--- src/rtl/boot_pkg.sv ---
// Shared types for the boot/run sequencing path: FSM state encoding and
// default widths, common with the axi4_boot_check status mapping.
package boot_pkg;

    localparam int BOOT_EXIT_WIDTH = 32;

    typedef enum logic [2:0] {
        ST_IDLE       = 3'd0,
        ST_ASSERT_RST = 3'd1,
        ST_RELEASE    = 3'd2,
        ST_RUN        = 3'd3,
        ST_DONE       = 3'd4,
        ST_TIMEOUT    = 3'd5
    } boot_state_e;

    function automatic logic state_is_busy(input boot_state_e s);
        return (s == ST_ASSERT_RST) || (s == ST_RELEASE) || (s == ST_RUN);
    endfunction

endpackage

--- src/rtl/boot_run_sequencer.sv ---
// Sequences a RISC-V core out of reset on a boot request, then watches for
// end-of-computation or a run timeout and reports status plus a host irq.
module boot_run_sequencer
    import boot_pkg::*;
#(
    parameter int ADDR_WIDTH = 64,
    parameter int RST_CYCLES = 16,
    parameter int CNT_WIDTH  = 32,
    parameter int EXIT_WIDTH = BOOT_EXIT_WIDTH
) (
    input  logic                  aclk,
    input  logic                  areset,
    input  logic                  start_i,
    input  logic [ADDR_WIDTH-1:0] boot_addr_i,
    input  logic [CNT_WIDTH-1:0]  timeout_cycles_i,
    input  logic                  core_eoc_i,
    input  logic [EXIT_WIDTH-1:0] core_exit_i,
    output logic                  core_rst_o,
    output logic                  fetch_en_o,
    output logic [ADDR_WIDTH-1:0] boot_addr_o,
    output logic                  busy_o,
    output logic                  done_o,
    output logic                  timeout_o,
    output logic [EXIT_WIDTH-1:0] exit_code_o,
    output logic [CNT_WIDTH-1:0]  run_cycles_o,
    output logic                  irq_o
);

    localparam int RCW = $clog2(RST_CYCLES + 1);
    localparam logic [RCW-1:0] RST_LAST = RCW'(RST_CYCLES - 1);

    boot_state_e          state_q;
    boot_state_e          state_d;
    logic                 start_q;
    logic [RCW-1:0]       rst_cnt;
    logic [CNT_WIDTH-1:0] timeout_q;

    logic                 start_edge;
    logic                 start_acc;
    logic                 to_hit;
    logic [CNT_WIDTH:0]   run_next;

    function automatic logic [CNT_WIDTH-1:0] sat_inc(input logic [CNT_WIDTH-1:0] v);
        return (&v) ? v : v + CNT_WIDTH'(1);
    endfunction

    always_comb begin
        start_edge = start_i & ~start_q;
        start_acc  = start_edge && (state_q inside {ST_IDLE, ST_RUN, ST_DONE, ST_TIMEOUT});
        // One extra bit so a saturated counter can never alias onto the limit.
        run_next   = {1'b0, run_cycles_o} + (CNT_WIDTH + 1)'(1);
        to_hit     = (timeout_q != '0) && (run_next == {1'b0, timeout_q});

        state_d = state_q;
        case (state_q)
            ST_IDLE, ST_DONE, ST_TIMEOUT: begin
                if (start_acc) state_d = ST_ASSERT_RST;
            end
            ST_ASSERT_RST: begin
                if (rst_cnt == RST_LAST) state_d = ST_RELEASE;
            end
            ST_RELEASE: begin
                state_d = ST_RUN;
            end
            ST_RUN: begin
                if (start_acc)       state_d = ST_ASSERT_RST;
                else if (core_eoc_i) state_d = ST_DONE;
                else if (to_hit)     state_d = ST_TIMEOUT;
            end
            default: begin
                state_d = ST_IDLE;
            end
        endcase
    end

    // Outputs are decoded from the next state so they line up with it.
    always_ff @(posedge aclk) begin
        if (areset) begin
            state_q      <= ST_IDLE;
            start_q      <= 1'b0;
            rst_cnt      <= '0;
            timeout_q    <= '0;
            core_rst_o   <= 1'b1;
            fetch_en_o   <= 1'b0;
            boot_addr_o  <= '0;
            busy_o       <= 1'b0;
            done_o       <= 1'b0;
            timeout_o    <= 1'b0;
            exit_code_o  <= '0;
            run_cycles_o <= '0;
            irq_o        <= 1'b0;
        end else begin
            state_q    <= state_d;
            start_q    <= start_i;
            core_rst_o <= !((state_d == ST_RELEASE) || (state_d == ST_RUN));
            fetch_en_o <= (state_d == ST_RUN);
            busy_o     <= state_is_busy(state_d);
            irq_o      <= (state_q == ST_RUN) &&
                          ((state_d == ST_DONE) || (state_d == ST_TIMEOUT));

            if (state_q == ST_ASSERT_RST) rst_cnt <= rst_cnt + RCW'(1);
            else                          rst_cnt <= '0;

            if (start_acc) begin
                boot_addr_o  <= boot_addr_i;
                timeout_q    <= timeout_cycles_i;
                done_o       <= 1'b0;
                timeout_o    <= 1'b0;
                exit_code_o  <= '0;
                run_cycles_o <= '0;
            end else if (state_q == ST_RUN) begin
                run_cycles_o <= sat_inc(run_cycles_o);
                if (core_eoc_i) begin
                    done_o      <= 1'b1;
                    exit_code_o <= core_exit_i;
                end else if (to_hit) begin
                    timeout_o <= 1'b1;
                end
            end
        end
    end

endmodule

--- config.mk ---
export PLATFORM = sky130hd
export DESIGN_NAME = boot_run_sequencer
export DESIGN_NICKNAME = d
export VERILOG_FILES = /design/src/rtl/boot_pkg.sv /design/src/rtl/boot_run_sequencer.sv
export SDC_FILE = /design/constraint.sdc
export NUM_CORES = 1
export LEC_CHECK = 0
export CAP_MARGIN = 25
export CORE_ASPECT_RATIO = 0.5
export CORE_UTILIZATION = 45
export CTS_CLUSTER_DIAMETER = 200
export DETAILED_ROUTE_END_ITERATION = 8
export PLACE_DENSITY = 0.8
export SLEW_MARGIN = 30
export SYNTH_ARGS = -nofsm -noshare
export SYNTH_HDL_FRONTEND = slang
export SYNTH_SLANG_ARGS = --single-unit
--- constraint.sdc ---
create_clock -name aclk -period 3.6 [get_ports aclk]
set_input_delay 0.9 -clock aclk [delete_from_list [all_inputs] [get_ports aclk]]
set_output_delay 0.9 -clock aclk [all_outputs]
set_load 0.02 [all_outputs]
* Yosys cells after proc, flatten, opt, wreduce, memory -nomap -nowiden
Cells that the tools add are included.
Word-level totals: logic and storage cells 57, latch bits 0, register bits after elaboration 175, RAM bits 0, memories 0, input port bits 132, memory bits (read-only) 0
Cells by class: add/subtract/negate cells 3, reduce and logical (&&, ||, !) cells 18, $mul 0, div/mod/pow operators 0, shifts and indexed selects 0, multiplexer cells 6, bitwise operators 5, equal/unequal tests 12, $lt $le $gt $ge 0
Operators by type and width (number):
- adder 32 x 1 -> 33 bit (second input constant) | 1
- equality test 33 x 32 -> 1 bit | 1
- adder 32 x 1 -> 32 bit (second input constant) | 1
- AND reduction 32 bit | 1
- nonzero test 32 bit | 1
- two-way mux 3 bit | 5
- equality test 3 x 2 -> 1 bit (second input constant) | 4
- equality test 3 bit (second input constant) | 4
- case mux 3 bit (4 select lines) | 1
- equality test 3 x 1 -> 1 bit (second input constant) | 2
- adder 5 x 1 -> 5 bit (second input constant) | 1
- equality test 5 x 4 -> 1 bit (second input constant) | 1
- logical OR 1 bit | 4
- inverter 1 bit | 4
- AND reduction 2 bit | 2
- nonzero test 4 bit | 1
- OR reduction 2 bit | 2
- logical AND 1 bit | 3
- logical NOT 3 bit | 1
- AND reduction 3 bit | 1
- OR reduction 3 bit | 1
- bitwise AND 1 bit | 1
- logical NOT 1 bit | 1

* Logic depth before layout (Yosys ltp)
Gate-level depths: netlist of the first run.
depth after elaboration 10, gate-level depth with buffers 10, depth with buffers taken out 9

* Worst setup path after synthesis of the first run
Ideal clock, no wire load.
path kind register to register, start point register run_cycles_o[0], end point register timeout_o, slack 738 ps, buffers on the path 1, library setup time 84 ps, arrival time 2778 ps, cell stages (with the launch flop) 11, period minus slack after synthesis 2862 ps, cell sequence dfxtp_1 -> ha_1 -> and3_1 -> buf_2 -> nand2_2 -> or3_4 -> a2111oi_4 -> o2111ai_1 -> nor4_2 -> nand4b_1 -> o31ai_2
Between the ends: word-level cells in the longest chain between the ends 4
RTL lines:
- from (decl) | line boot_run_sequencer.sv:25 | output logic [CNT_WIDTH-1:0] run_cycles_o,
- from (signal assigned) | line boot_run_sequencer.sv:112 | run_cycles_o <= sat_inc(run_cycles_o);
- adder 32 x 1 -> 33 bit | line boot_run_sequencer.sv:51 | run_next = {1'b0, run_cycles_o} + (CNT_WIDTH + 1)'(1);
- equality test 33 x 32 -> 1 bit | line boot_run_sequencer.sv:52 | to_hit = (timeout_q != '0) && (run_next == {1'b0, timeout_q});
- logical AND 1 bit | line boot_run_sequencer.sv:52
- AND reduction 3 bit (no source line)
- to (signal assigned) | line boot_run_sequencer.sv:88 | timeout_o <= 1'b0;
- to (signal assigned) | line boot_run_sequencer.sv:108 | timeout_o <= 1'b0;
- to (signal assigned) | line boot_run_sequencer.sv:117 | timeout_o <= 1'b1;
- to (decl) | line boot_run_sequencer.sv:23 | output logic timeout_o,
Every way passes these cells. A chain may end at the register's enable or synchronous reset.

* Worst setup path in the final report of the first run
Same ends and word-level chain as after synthesis.

==> results.txt, run 1 <==
placed cell count: 1,409
Root Buffer: clkbuf_16
Yosys cell types: 60
Avg Cell Area, Syn: 7.865 sq um
DRC: 0
die area: 0.01742 sq mm
Final Hold Vio Count: 0
crit path DAT: 3570 ps
unrepaired setup endpoints after global routing: false
non-filler cells, final: 1,442
Mapped Cells: 965
Die Ht: 93.83 um
first-pass GRT wire length: 34.62 mm
Max Cap Viol: 0
Port Buffer Count: 265
critical path type: register to register
clock slew at reported path FFs: 70 ps
GRT Util Overall: 25.20%
final net count: 1,337
required time worst endpoint: 3930 ps
Area growth, synth to finish: 46.11%
Num Clock Sinks: 175
register area share after synthesis: 46.16%
total congestion overflow: 0
largest net degree at the start of global routing: 97
Synth top area share: 46.16%
Async SR Flop Fraction: 0%
Util after Layout: 67.48%
Crit. End Element: register
final wirelength: 22.00 mm
worst slew pin tran: 701.6 ps
delay of the slowest critical-path stage: 500 ps
Post-DP HPWL: 15.96 mm
via/cell ratio: 5.191
Place WS: 416.3 ps
Most used DFF post-synth: dfxtp_1
Max Fanout on Critical Path: 9
Routed WL per cell: 15.26 um
cts repair resizes: 0
Seq cells post-synth: 175
Final Cycle Share: 89.92%
Rel. slew slack: 53.22%
post-synth top area cell: dfxtp_1
post-route ant nets: 0
run status: finished clean
fin worst setup slack: 362.8 ps
net count after synthesis: 1,100
Core Rows: 33
HP Class: register to register
Post-synth EDFFs: 0
max-slew violations: 0
Post-CTS Hold Buffers: 0
GPL Wtd Cong: 0.9637
fin crit period: 3237 ps
drt first-iter violations: 436
Clock Skews: 10.99 ps
Die W: 185.7 um
initial antenna violation count: 0
vias in the first global route: 7,044
clk buf depth: 2
First-pass DRT Iterations: 5
Setup-failing EPs final: 0
top-count cell post-synth: nand2_1
slowest stage cell, crit path: nor4_2
CTS tree: built
io pins: 266
worst vdd ir: 0.3727 mV
core region area: 0.01643 sq mm
commonest cells in the netlist: 289 x nand2_1, 175 x dfxtp_1, 148 x a21oi_1
via count: 7,485
synth top area cells: dfxtp_1 46%, nand2_1 14%, a21oi_1 9.8%
P_leak: 3.890 nW
diodes inserted: 0
effective utilization at floorplan: 46.19%
H-Tree Level Count: 4
layout cells sized above 1: 5.926%
Peak Freq: 0.3089 GHz
CTS Buf Count: 17
setup TNS: 0 ps
worst path cell trace: ha_1 -> and3_1 -> nand2_2 -> or3_4 -> a2111oi_4 -> o2111ai_1 -> nor4_2 -> nand4b_1 -> o31ai_2
final total power: 4.589 mW
Post CTS Setup Buffer Count: 0
Mapped Area: 0.007590 sq mm
yosys warns: 0
PwrDens: 413.8 mW/mm^2
startpoint types: register
Clk Latency, worst-skew pair: 430 ps
-- sequential cells by signal, indices dropped and copies added (netlist names) --
register and flops:
boot_addr_o 64, busy_o 1, core_rst_o 1, done_o 1, exit_code_o 32, fetch_en_o 1, irq_o 1, rst_cnt 5
run_cycles_o 32, start_q 1, state_q 3, timeout_o 1, timeout_q 32
-- routing by layer --
metal | vias to the layer above | routed length, um | track usage, %
met5 | - | 0 | 0
li1 | 3725 | - | -
met2 | 274 | 10340 | 41.54
met4 | 0 | 460 | 10.52
met3 | 39 | 1880 | 6.938
met1 | 3447 | 9327 | 31.10
-- critical path, delay by kind of cell, from the launching register on --
kind            cells  cell delay (ps)
simple gates        5             1650
fa+ha+maj           1              290
compound gates      3              710
flops               1              480
-- logic make-up (layout without fill, tap and decap cells) --
kind of cell / after synthesis / after routing / share of synthesized area [%]
and+or+nand+nor: 448 / 448 / 26.71
AOI/OAI and AO/OA: 201 / 201 / 15.17
DFF: 175 / 175 / 46.16
buffers and inverters: 70 / 320 / 3.594
xor gates and xnor gates: 66 / 66 / 7.616
adders and majority gates: 3 / 3 / 0.4946
muxes: 2 / 2 / 0.2638
-- metrics by stage --
| step | cell area, sq um | hold slack [ps] |
|---|---|---|
| 3_5_place_dp | 10440 | 445.5 |
| 5_1_grt | 11090 | 473.4 |
| 3_3_place_gp | 10440 | 430.7 |
| 6_report | 11090 | 452.8 |
| 2_1_floorplan | 7590 | 417.5 |
| 4_1_cts | 11070 | 455.7 |
-- placed cells by master, fill, tap and decap left out, types with 5 or more instances in the layout --
cell             instances
clkdlybuf4s50_1        264
a21oi_1                148
dfxtp_1                175
a21o_1                   5
nor3_1                  12
xor2_1                  28
nor4_2                   5
nand2_1                289
nor2_1                  49
and2_1                   8
inv_1                    7
o21ai_0                 14
nor4_1                  11
or3_1                   10
a31oi_1                  5
xnor2_1                 38
nand3_1                 16
and3_1                   9
nand4_1                 13
buf_4                   14
nor2b_1                  6
clkbuf_16               17
-- path summary, 6_finish.rpt --
path / slack (ps) / start / depth (start not counted) / endpoint
worst max-delay path: 360 / run_cycles_o[0] / 9 / timeout_o
worst min-delay path: 450 / exit_code_o[20] / 2 / exit_code_o[20]
worst max register to register: 360 / run_cycles_o[0] / 9 / timeout_o
worst min register to register: 450 / exit_code_o[20] / 2 / exit_code_o[20]
-- report_power, final --
part	internal, mW	switching (mW)	leakage [nW]	total (mW)
Clock	1.18	0.807	0.304	1.98
Sequential	2.00	0.0504	1.42	2.05
Combinational	0.288	0.265	2.16	0.553
Total	3.47	1.12	3.89	4.59
-- area by class of cell --
class / instances / area, sq um
fill: 1348 / 5344
clock buffer: 18 / 429.2
tap: 227 / 284.0
inverter: 7 / 26.28
clock inverter: 14 / 203.9
sequential: 175 / 3503
multi-input combinational: 720 / 3835
timing repair buffer: 281 / 2808
Note: power is estimated with default switching activity, not from simulation.
==> run 2, diff against run 1 <==
Clock period 3.6 ns to 3.5 ns, I/O delays scaled along.
==> run 2 against run 1 <==
Compared with the run above:
- final cell count fell by 0.21%
- combinational power grew 2%
- cell area is 0.43% lower
==> results.txt, run 2 (synthesis gave the netlist of run 1 again) <==
run status: finished clean
Num Clock Sinks: 175
Rel. slew slack: 52.15%
critical path type: register to register
unrepaired setup endpoints after global routing: false
first-pass GRT wire length: 33.91 mm
Reg-to-Reg End: timeout_o
initial antenna violation count: 0
Fillers: 1,384
final wirelength: 21.94 mm
Crit. End Element: register
startpoint types: register
setup TNS: 0 ps
cts repair resizes: 0
H-Tree Level Count: 4
Place WS: 332.7 ps
Sw Pwr: 1.129 mW
Routed WL per cell: 15.24 um
effective utilization at floorplan: 46.19%
FF/Latch Area: 0.003503 sq mm
die area: 0.01742 sq mm
via count: 7,516
Clock Power Share: 42.5%
Clk Latency, worst-skew pair: 420 ps
Sw Ratio: 24.30%
critical path capture point: timeout_o
clock slew at reported path FFs: 70 ps
Setup-failing EPs final: 0
launching point of the worst reg2reg path: run_cycles_o[0]
total congestion overflow: 0
First-pass DRT Iterations: 5
HP Class: register to register
share of power burned in registers: 45.4%
via/cell ratio: 5.223
DRC: 0
Top reg by flops: boot_addr_o
fin worst setup slack: 271.0 ps
Die Ht: 93.83 um
vias in the first global route: 6,994
Max Fanout on Critical Path: 9
Root Buffer: clkbuf_16
layout cells sized above 1: 5.693%
Post-CTS Hold Buffers: 0
core region area: 0.01643 sq mm
GRT Util Overall: 24.64%
required time worst endpoint: 3840 ps
commonest non-fill, non-tap cell in the layout: nand2_1
largest net degree at the start of global routing: 97
R2R depth: 9
io pins: 266
Int Pwr: 3.518 mW
fin crit period: 3229 ps
Max Cap Viol: 0
Clock Skews: 9.039 ps
combinational share of power: 12.1%
crit path DAT: 3570 ps
final net count: 1,335
Largest register FFs: 64
Post-DP HPWL: 15.83 mm
PwrDens: 420.9 mW/mm^2
Port Buffer Count: 265
max-slew violations: 0
crit path from: run_cycles_o[0]
CTS Buf Count: 17
Final Cycle Share: 92.26%
drt first-iter violations: 466
Peak Freq: 0.3097 GHz
P_leak: 3.862 nW
Core Rows: 33
Post CTS Setup Buffer Count: 0
diodes inserted: 0
post-route ant nets: 0
worst slew pin tran: 714.3 ps
Area growth, synth to finish: 45.48%
CTS tree: built
commonest cells after routing, fill and taps aside: 289 x nand2_1, 264 x clkdlybuf4s50_1, 175 x dfxtp_1
worst vdd ir: 0.3457 mV
R2R Setup Slk: 270 ps
footprint of the multi-input gates: 0.003835 sq mm
clk buf depth: 2
Die W: 185.7 um
Final Hold Vio Count: 0
GPL Wtd Cong: 0.9569
run 2: worst min-delay path by stage:
stage / startpoint / end / slack (ps) / depth (start not counted)
floorplan: rst_cnt[0] / rst_cnt[0] / 420 / 1
global placement: rst_cnt[0] / rst_cnt[0] / 430 / 1
detailed placement: exit_code_o[29] / exit_code_o[29] / 450 / 2
CTS: exit_code_o[20] / exit_code_o[20] / 450 / 2
global route: exit_code_o[20] / exit_code_o[20] / 470 / 2
finish: exit_code_o[29] / exit_code_o[29] / 450 / 2
run 2: area by class of cell:
cell class,count,share of cell area [%]
clock inverter,11,1.416
sequential,175,31.73
clock buffer,20,4.136
timing repair buffer,279,25.18
multi-input combinational,720,34.73
inverter,7,0.2380
tap,227,2.572
run 2: critical path: stages (launching register included):
cell       delay, ps
dfxtp_1          470
ha_1             300
and3_1           300
nand2_2          180
or3_4            440
a2111oi_4        320
o2111ai_1        190
nor4_2           490
nand4b_1         250
o31ai_2          210
run 2: per-layer routing:
layer | part of all wire (%) | global-route usage, %
met1 | 41 | 29.19
met2 | 48 | 42.10
met3 | 9.4 | 7.442
met4 | 1.9 | 9.290
met5 | 0 | 0
run 2: through the flow:
step	instances	instance area (sq um)	power (mW)	hold slack, ps	util [%]
4_1_cts	1439	11040	4.689	454.5	67.19
2_1_floorplan	965	7590	2.411	417.5	-
5_1_grt	1439	11040	4.809	472.0	67.19
3_3_place_gp	1408	10430	2.707	431.1	63.46
3_5_place_dp	1408	10430	2.714	445.6	63.46
6_report	1439	11040	4.647	453.1	67.19
run 2: power by group through the flow:
stage                     clock network [mW]  registers [mW]  logic, mW
after floorplan                            0            2.19      0.216
after global placement                     0            2.15      0.556
after detailed placement                   0            2.15      0.560
after CTS                               2.02            2.11      0.564
after global routing                    2.08            2.12      0.609
final                                   1.98            2.11      0.562
